**src/rtl/io_irq_ctrl_pkg.sv**
```systemverilog
// Shared definitions for the j1 interrupt controller: FSM states, write opcodes
// and the layout of the status word returned on io_din.
package io_irq_ctrl_pkg;

  typedef enum logic [1:0] {
    ST_IDLE    = 2'd0,
    ST_FIRE    = 2'd1,
    ST_SERVICE = 2'd2,
    ST_GAP     = 2'd3
  } irq_state_e;

  // Opcode lives in io_dout[15:14] of a write to this block
  localparam logic [1:0] OP_ENABLE = 2'b00;
  localparam logic [1:0] OP_W1C    = 2'b01;
  localparam logic [1:0] OP_GIE    = 2'b10;
  localparam logic [1:0] OP_SWTRIG = 2'b11;

  localparam int FIELD_W     = 7;
  localparam int RD_EN_LSB   = 0;
  localparam int RD_IRQ_BIT  = 7;
  localparam int RD_PEND_LSB = 8;
  localparam int RD_GIE_BIT  = 15;

  function automatic logic [15:0] pack_status(input logic               gie,
                                              input logic [FIELD_W-1:0] pend,
                                              input logic               irq,
                                              input logic [FIELD_W-1:0] en);
    logic [15:0] w;
    w                          = '0;
    w[RD_GIE_BIT]              = gie;
    w[RD_PEND_LSB +: FIELD_W]  = pend;
    w[RD_IRQ_BIT]              = irq;
    w[RD_EN_LSB +: FIELD_W]    = en;
    return w;
  endfunction

endpackage

```
**src/rtl/io_irq_ctrl_edge.sv**
```systemverilog
// Rising-edge detect plus sticky pending bits, one lane per interrupt source.
// A hardware edge and a W1C on the same bit in the same cycle leave it pending.
module irq_edge_latch
  import io_irq_ctrl_pkg::*;
#(
  parameter int N = 7
) (
  input  logic         clk,
  input  logic         reset,
  input  logic [N-1:0] src_i,
  input  logic [N-1:0] set_i,
  input  logic [N-1:0] clr_i,
  output logic [N-1:0] pending_o
);

  logic [N-1:0] src_q;
  logic [N-1:0] pend_q, pend_d;
  logic [N-1:0] rise;

  always_comb begin
    rise   = src_i & ~src_q;
    pend_d = (pend_q & ~clr_i) | rise | set_i;
  end

  // src_q keeps tracking during reset so a level already high at exit is not an edge
  always_ff @(posedge clk) begin
    src_q <= src_i;
    if (reset) pend_q <= '0;
    else       pend_q <= pend_d;
  end

  assign pending_o = pend_q;

endmodule

```
**src/rtl/io_irq_ctrl.sv**
```systemverilog
// j1 I/O-bus interrupt controller: sticky masked sources, one-cycle request
// pulse, wait for acknowledge, then a fixed holdoff before it may fire again.
module io_irq_ctrl
  import io_irq_ctrl_pkg::*;
#(
  parameter int NSRC    = 7,
  parameter int SEL_BIT = 15,
  parameter int HOLDOFF = 4
) (
  input  logic            clk,
  input  logic            reset,
  input  logic            io_rd,
  input  logic            io_wr,
  input  logic [15:0]     io_addr,
  input  logic [15:0]     io_dout,
  output logic [15:0]     io_din,
  input  logic [NSRC-1:0] irq_src,
  output logic            interrupt_request
);

  localparam logic [7:0] HoldLoad = 8'(HOLDOFF - 1);

  irq_state_e         state_q, state_d;
  logic [7:0]         cnt_q, cnt_d;
  logic [NSRC-1:0]    enable_q, enable_d;
  logic               gie_q, gie_d;
  logic [NSRC-1:0]    pending, swSet, w1cClr;
  logic               sel, wrEn, active;
  logic [1:0]         op;
  logic [FIELD_W-1:0] pendRd, enRd;
  logic               unused_bits;

  assign sel         = io_addr[SEL_BIT];
  assign wrEn        = io_wr & sel;
  assign op          = io_dout[15:14];
  assign unused_bits = ^{io_rd, io_addr, io_dout};

  always_comb begin
    enable_d = enable_q;
    gie_d    = gie_q;
    swSet    = '0;
    w1cClr   = '0;
    if (wrEn) begin
      case (op)
        OP_ENABLE: enable_d = io_dout[NSRC-1:0];
        OP_W1C:    w1cClr   = io_dout[NSRC-1:0];
        OP_GIE:    gie_d    = io_dout[0];
        OP_SWTRIG: swSet    = io_dout[NSRC-1:0];
        default:   ;
      endcase
    end
  end

  always_ff @(posedge clk) begin
    if (reset) begin
      enable_q <= '0;
      gie_q    <= 1'b0;
    end else begin
      enable_q <= enable_d;
      gie_q    <= gie_d;
    end
  end

  irq_edge_latch #(.N(NSRC)) u_edge (
    .clk      (clk),
    .reset    (reset),
    .src_i    (irq_src),
    .set_i    (swSet),
    .clr_i    (w1cClr),
    .pending_o(pending)
  );

  assign active = gie_q & (|(pending & enable_q));

  always_ff @(posedge clk) begin
    if (reset) begin
      state_q <= ST_IDLE;
      cnt_q   <= 8'd0;
    end else begin
      state_q <= state_d;
      cnt_q   <= cnt_d;
    end
  end

  // Level-sensitive in IDLE, so unmasking an already-pending bit also fires
  always_comb begin
    state_d = state_q;
    cnt_d   = cnt_q;
    case (state_q)
      ST_IDLE:    if (active) state_d = ST_FIRE;
      ST_FIRE:    state_d = ST_SERVICE;
      ST_SERVICE: begin
        if (!active) begin
          state_d = ST_GAP;
          cnt_d   = HoldLoad;
        end
      end
      ST_GAP: begin
        if (cnt_q == 8'd0) state_d = ST_IDLE;
        else               cnt_d   = cnt_q - 8'd1;
      end
      default:    state_d = ST_IDLE;
    endcase
  end

  always_comb begin
    interrupt_request = (state_q == ST_FIRE);
  end

  always_comb begin
    pendRd             = '0;
    enRd               = '0;
    pendRd[NSRC-1:0]   = pending;
    enRd[NSRC-1:0]     = enable_q;
    io_din = sel ? pack_status(gie_q, pendRd, interrupt_request, enRd) : 16'd0;
  end

endmodule

```
**config.mk**
```make
export PLATFORM = sky130hd
export DESIGN_NAME = io_irq_ctrl
export DESIGN_NICKNAME = d
export VERILOG_FILES = /design/src/rtl/io_irq_ctrl_pkg.sv /design/src/rtl/io_irq_ctrl_edge.sv /design/src/rtl/io_irq_ctrl.sv
export SDC_FILE = /design/constraint.sdc
export NUM_CORES = 1
export LEC_CHECK = 0
export CAP_MARGIN = 15
export CORE_ASPECT_RATIO = 0.5
export CORE_MARGIN = 2
export CORE_UTILIZATION = 45
export DETAILED_ROUTE_END_ITERATION = 6
export HOLD_SLACK_MARGIN = 0.06
export PLACE_DENSITY_LB_ADDON = 0.05
export SYNTH_ARGS = -nofsm -noshare
export SYNTH_HDL_FRONTEND = slang
export SYNTH_HIERARCHICAL = 1
export SYNTH_SLANG_ARGS = --single-unit
```
**constraint.sdc**
```tcl
create_clock -name clk -period 2.1 [get_ports clk]
set_clock_uncertainty 0.05 [all_clocks]
set_input_delay 0.63 -clock clk [delete_from_list [all_inputs] [get_ports clk]]
set_output_delay 0.63 -clock clk [all_outputs]
set_load 0.01 [all_outputs]
```
; ---- After elaboration in Yosys (flattened, before gate mapping)
; Index checks and enable logic that the tools add are counted.
; Widths: inputs -> output; s select.
[classes]
addsub = 1
eq_ne = 10
mux = 12
bitwise = 9
n_reduce_logical = 9
[op_table]
columns = operator, count
row1 = $mux 7, 4
row2 = $and 7x7->7, 3
row3 = $mux 16, 1
row4 = $mux 8, 2
row5 = $pmux 8 s2, 1
row6 = $not 7->7, 2
row7 = $or 7x7->7, 2
row8 = $eq 2x2->1 const B, 4
row9 = $logic_not 8->1, 1
row10 = $ne 2x2->1 const B, 4
row11 = $pmux 2 s4, 1
row12 = $sub 8x1->8 const B, 1
row13 = $reduce_or 7->1, 1
row14 = $mux 2, 3
row15 = $reduce_and 3->1, 2
row16 = $eq 2x1->1 const B, 2
row17 = $logic_not 2->1, 2
row18 = $reduce_and 2->1, 2
row19 = $and 1x1->1, 2
row20 = $reduce_bool 2->1, 1
[totals]
ff_bits = 32
inputBits = 43
output_inout_bits = 17
wordCells = 47

; ---- Depth between registers and ports, before layout
[depth]
depth_word = 7
mapped_depth = 7
ltp_nobuf = 6

; ---- Hierarchy
; Netlist, hierarchy kept.
[modules_own_cells]
columns = mod, instances, cells_per_inst, area_per_inst_um2, seq_area_each_um2
row1 = io_irq_ctrl, 1, 147, 1237.4, 360.3
row2 = irq_edge_latch, 1, 42, 543.0, 280.3

; ---- Worst setup path after synthesis
; OpenSTA, ideal clock, no wires.
[synth_path]
path_type = reg2reg
startpoint = register cnt_q[0]
endpoint = register cnt_q[6]
setup_time_ns = 0.092
arrival_ns = 1.599
t_required_ns = 1.958
path_slack_ns = 0.359
path_stages_with_launch = 7
path_buffers = 0
synth_period_minus_slack_ns = 1.741
cell_sequence = dfxtp_1 inv_1 ha_1 or4b_4 o31ai_4 nor3_1 o32ai_1
[synth_between]
elab_chain_len = 3
word_cells_on_any_way = 6
cone_classes = add/sub (1) / eq/ne (1) / mux (2) / reduce/logical (2)
[synth_lines]
columns = element, line
row1 = "start, declared", io_irq_ctrl.sv:24  ; logic [7:0] cnt_q, cnt_d;
row2 = "start signal, assigned", io_irq_ctrl.sv:81  ; cnt_q <= cnt_d;
row3 = $sub 8x1->8 or $logic_not 8->1 (tied branches), "io_irq_ctrl.sv:100, io_irq_ctrl.sv:99"
row4 = $mux 8 or $ne 2x2->1 (tied branches), -
row5 = $pmux 8 s2 or $reduce_and 3->1 (tied branches), -
; Parallel ways exist; a longest one is shown, timed or not. The select of a mux whose other input is x is not followed.
; A chain may end at the register's enable or synchronous reset.

; ---- Worst setup path in the final report
[layout_path]
startpoint = input io_addr[15]
endpoint = output io_din[7]
[layout_between]
elab_chain_len = 1
[layout_lines]
columns = element, line
row1 = "start, declared", io_irq_ctrl.sv:14  ; input logic [15:0] io_addr,
row2 = $mux 16, io_irq_ctrl.sv:115  ; io_din = sel ? pack_status(gie_q, pendRd, interrupt_request, enRd) : 16'd0;
row3 = "end, declared", io_irq_ctrl.sv:16  ; output logic [15:0] io_din,
; No other way between the ends.

==> results.yml <==
sta:
  fin_crit_sh: 0.9350
  setup_violations: 0
  tightest_slew_ns: 0.5419
  final.setup.tns_ns: 0
  slew_headroom: 0.6376
  grt_setup_unrepaired: "false"
  hold_viol_final: 0
  finalCriticalPeriod_ns: 1.963
  clock.fmax_mhz: 509.3
  setup_slack_ns: 0.1366
  drv_slew: 0
route:
  viasPerCell: 5.135
  wl_um: 3903
  vias: 1520
  ant_nets: 0
  first_pass_iters: 5
  drt_iter0_drc: 36
  drc: 0
  avgRoutedWirePerCell_um: 13.19
yosys:
  synthTopCellsByArea: "dfxtp_1 36%, nand2b_4 11%, and2_1 10%, mux2i_1 5.1%, ha_1 4.9%"
  ys_ff_latch: 32
  syn_avg_cell_area_um2: 9.420
  yosysWarnings: 6
  seq_area_frac_synth: 0.3598
  synth_ff_type: "dfxtp_1"
  netlist.area_leader.share: 0.3598
  synth-async-reset-ratio: 0
  synth_top_area_cell: "dfxtp_1"
  synth_cell_types: 40
  postSynthCellCount: 189
  synth_edf_count: 0
  syn-num-nets: 239
  syn_area_um2: 1780
cells_and_area:
  num_antenna_cells: 0
  n_fill_cell: 340
  drive_above_1_share: 0.2149
  nets: 291
  final_cells: 296
  area_growth_pct: 34.36
  final_common_cell: "dfxtp_1"
  final_cell_mix: "31 x dfxtp_1, 29 x and2_1, 18 x clkdlybuf4s50_1"
  utilization: 0.6224
  finalInstanceArea_um2: 2392
floorplan:
  die_w_um: 92.96
  die_height_um: 48.48
  io_pins: 60
  die_area_um2: 4506
  core_um2: 3844
  start_util: 0.4632
  rows: 16
clock_network:
  path_clk_slew_ns: 0.07
  cts_root_buffer: "clkbuf_8"
  numCtsBuffers: 5
  htreeDepth: 2
  cts_setup_buffers: 0
  hold_buffers: 0
  cts.sinks: 32
  cts_tree: "done"
  clock_latency_ns: 0.28
  clock_path_buffers: 2
power_and_ir_drop:
  pwr_density_cell_nw_per_um2: 567.3
  leakage_nw: 0.8969
  vdd_drop_max_mv: 0.2919
placement:
  post-place-cells: 287
  port_buffers: 36
  dp_hpwl_um: 2813
  gp_congestion: 0.8340
  placed_area_um2: 2292
  dp_slack_ns: -0.5394
global_routing:
  grt_use_total: 0.1863
  grt_pass1_vias: 1484
  grt_pass1_wl_um: 6630
  grt_max_degree: 20
  gr-total-overflow: 0
  antenna_found_initial: 0
worst_setup_path:
  r2r_slack_ns: 0.16
  critical_path.endpoint: "io_din[7]"
  ff2ff_path_depth: 6
  cp-end-kind: "output port"
  worstReg2RegStart: "cnt_q[0]"
  crit_type: "in2out"
  arrival_ns: 1.28
  crit_start: "io_addr[15]"
  cp_data_required_time_ns: 1.42
  critPathLaunchType: "primary input"
  cp_max_fo: 9
  reg2reg_to: "cnt_q[6]"
flow_run:
  maxCapViolCount: 0
run_status:
  outcome: "finished, final reports clean"
hold_path:
  holdCritPathClass: "reg2reg"
==> area by class of cell <==
class                           instances  area (um^2)  share of cell area
Inverter                               15        56.30             0.02354
Clock buffer                            8        90.09             0.03766
Timing Repair Buffer                   49        471.7              0.1972
Multi-Input combinational cell        138         1065              0.4451
Tap cell                               54        67.56             0.02824
Sequential cell                        32        641.9              0.2683
==> critical path: stages <==
cell	delay [ns]
clkbuf_2	0.13
clkbuf_16	0.17
and2_1	0.13
clkdlybuf4s15_1	0.23
==> sequential cells by signal, summed over array words and instances, names as in the netlist <==
name and count:
cnt_q 8, enRd 7, u_edge/pending_o 7, u_edge/src_q 7, state_q 2, gie_q 1
==> Yosys cell counts (2+ instances only) <==
cell / count
nor2_1: 14
nand4_1: 3
clkbuf_1: 3
nand2b_1: 3
inv_1: 14
and2_1: 29
mux2i_1: 9
a21oi_1: 11
a311oi_1: 2
nor3_1: 5
dfxtp_1: 32
a22oi_1: 2
ha_1: 7
nand2b_4: 14
o31ai_1: 5
a31oi_1: 8
a31o_2: 2
nand2_1: 3
nand3_1: 2
==> logic make-up after synthesis <==
kind of cell | after synthesis | synth area share
and+or+nand+nor | 84 | 0.3394
adders and majority gates | 7 | 0.04919
muxes | 9 | 0.05060
AOI/OAI and AO/OA | 38 | 0.1588
DFF | 32 | 0.3598
buffers and inverters | 19 | 0.04216
==> per-layer routing <==
metal  wire length (um)  GRT usage  share of wire
met1               1841     0.2451           0.47
met5                  0          0              0
met4                 33    0.05147         0.0085
met3                238    0.05452          0.061
met2               1790     0.3007           0.46
==> power breakdown <==
group	switching [W]	internal [W]	leakage, nW
sequential	0.0000234	0.000633	0.263
clock	0.000224	0.000267	0.0455
combinational	0.0000860	0.000123	0.588
total	0.000334	0.00102	0.897
==> worst min-delay path by stage <==
stage                     slack (ns)         end  depth (start not counted)       start
final                           0.45    cnt_q[4]                          2    cnt_q[4]
after global routing            0.47  state_q[1]                          2  state_q[1]
after CTS                       0.45    cnt_q[4]                          2    cnt_q[4]
after detailed placement        0.44    cnt_q[4]                          2    cnt_q[4]
after global placement          0.43    cnt_q[7]                          2    cnt_q[7]
after floorplan                 0.41    cnt_q[7]                          2    cnt_q[7]
==> timing repair <==
action / 4_1_cts / 5_1_grt
resized for setup: 38 / 6
cloned: 0 / 1
setup endpoints to repair: 17 / 15
==> stage by stage <==
step / hold slack [ns] / power, W
after detailed placement: 0.4355 / 0.0008828
final: 0.4465 / 0.001357
after CTS: 0.4457 / 0.001367
after global routing: 0.4675 / 0.001426
after floorplan: 0.4069 / 0.0007719
after global placement: 0.4283 / 0.0008817
Note: power is estimated with default switching activity, not from simulation.
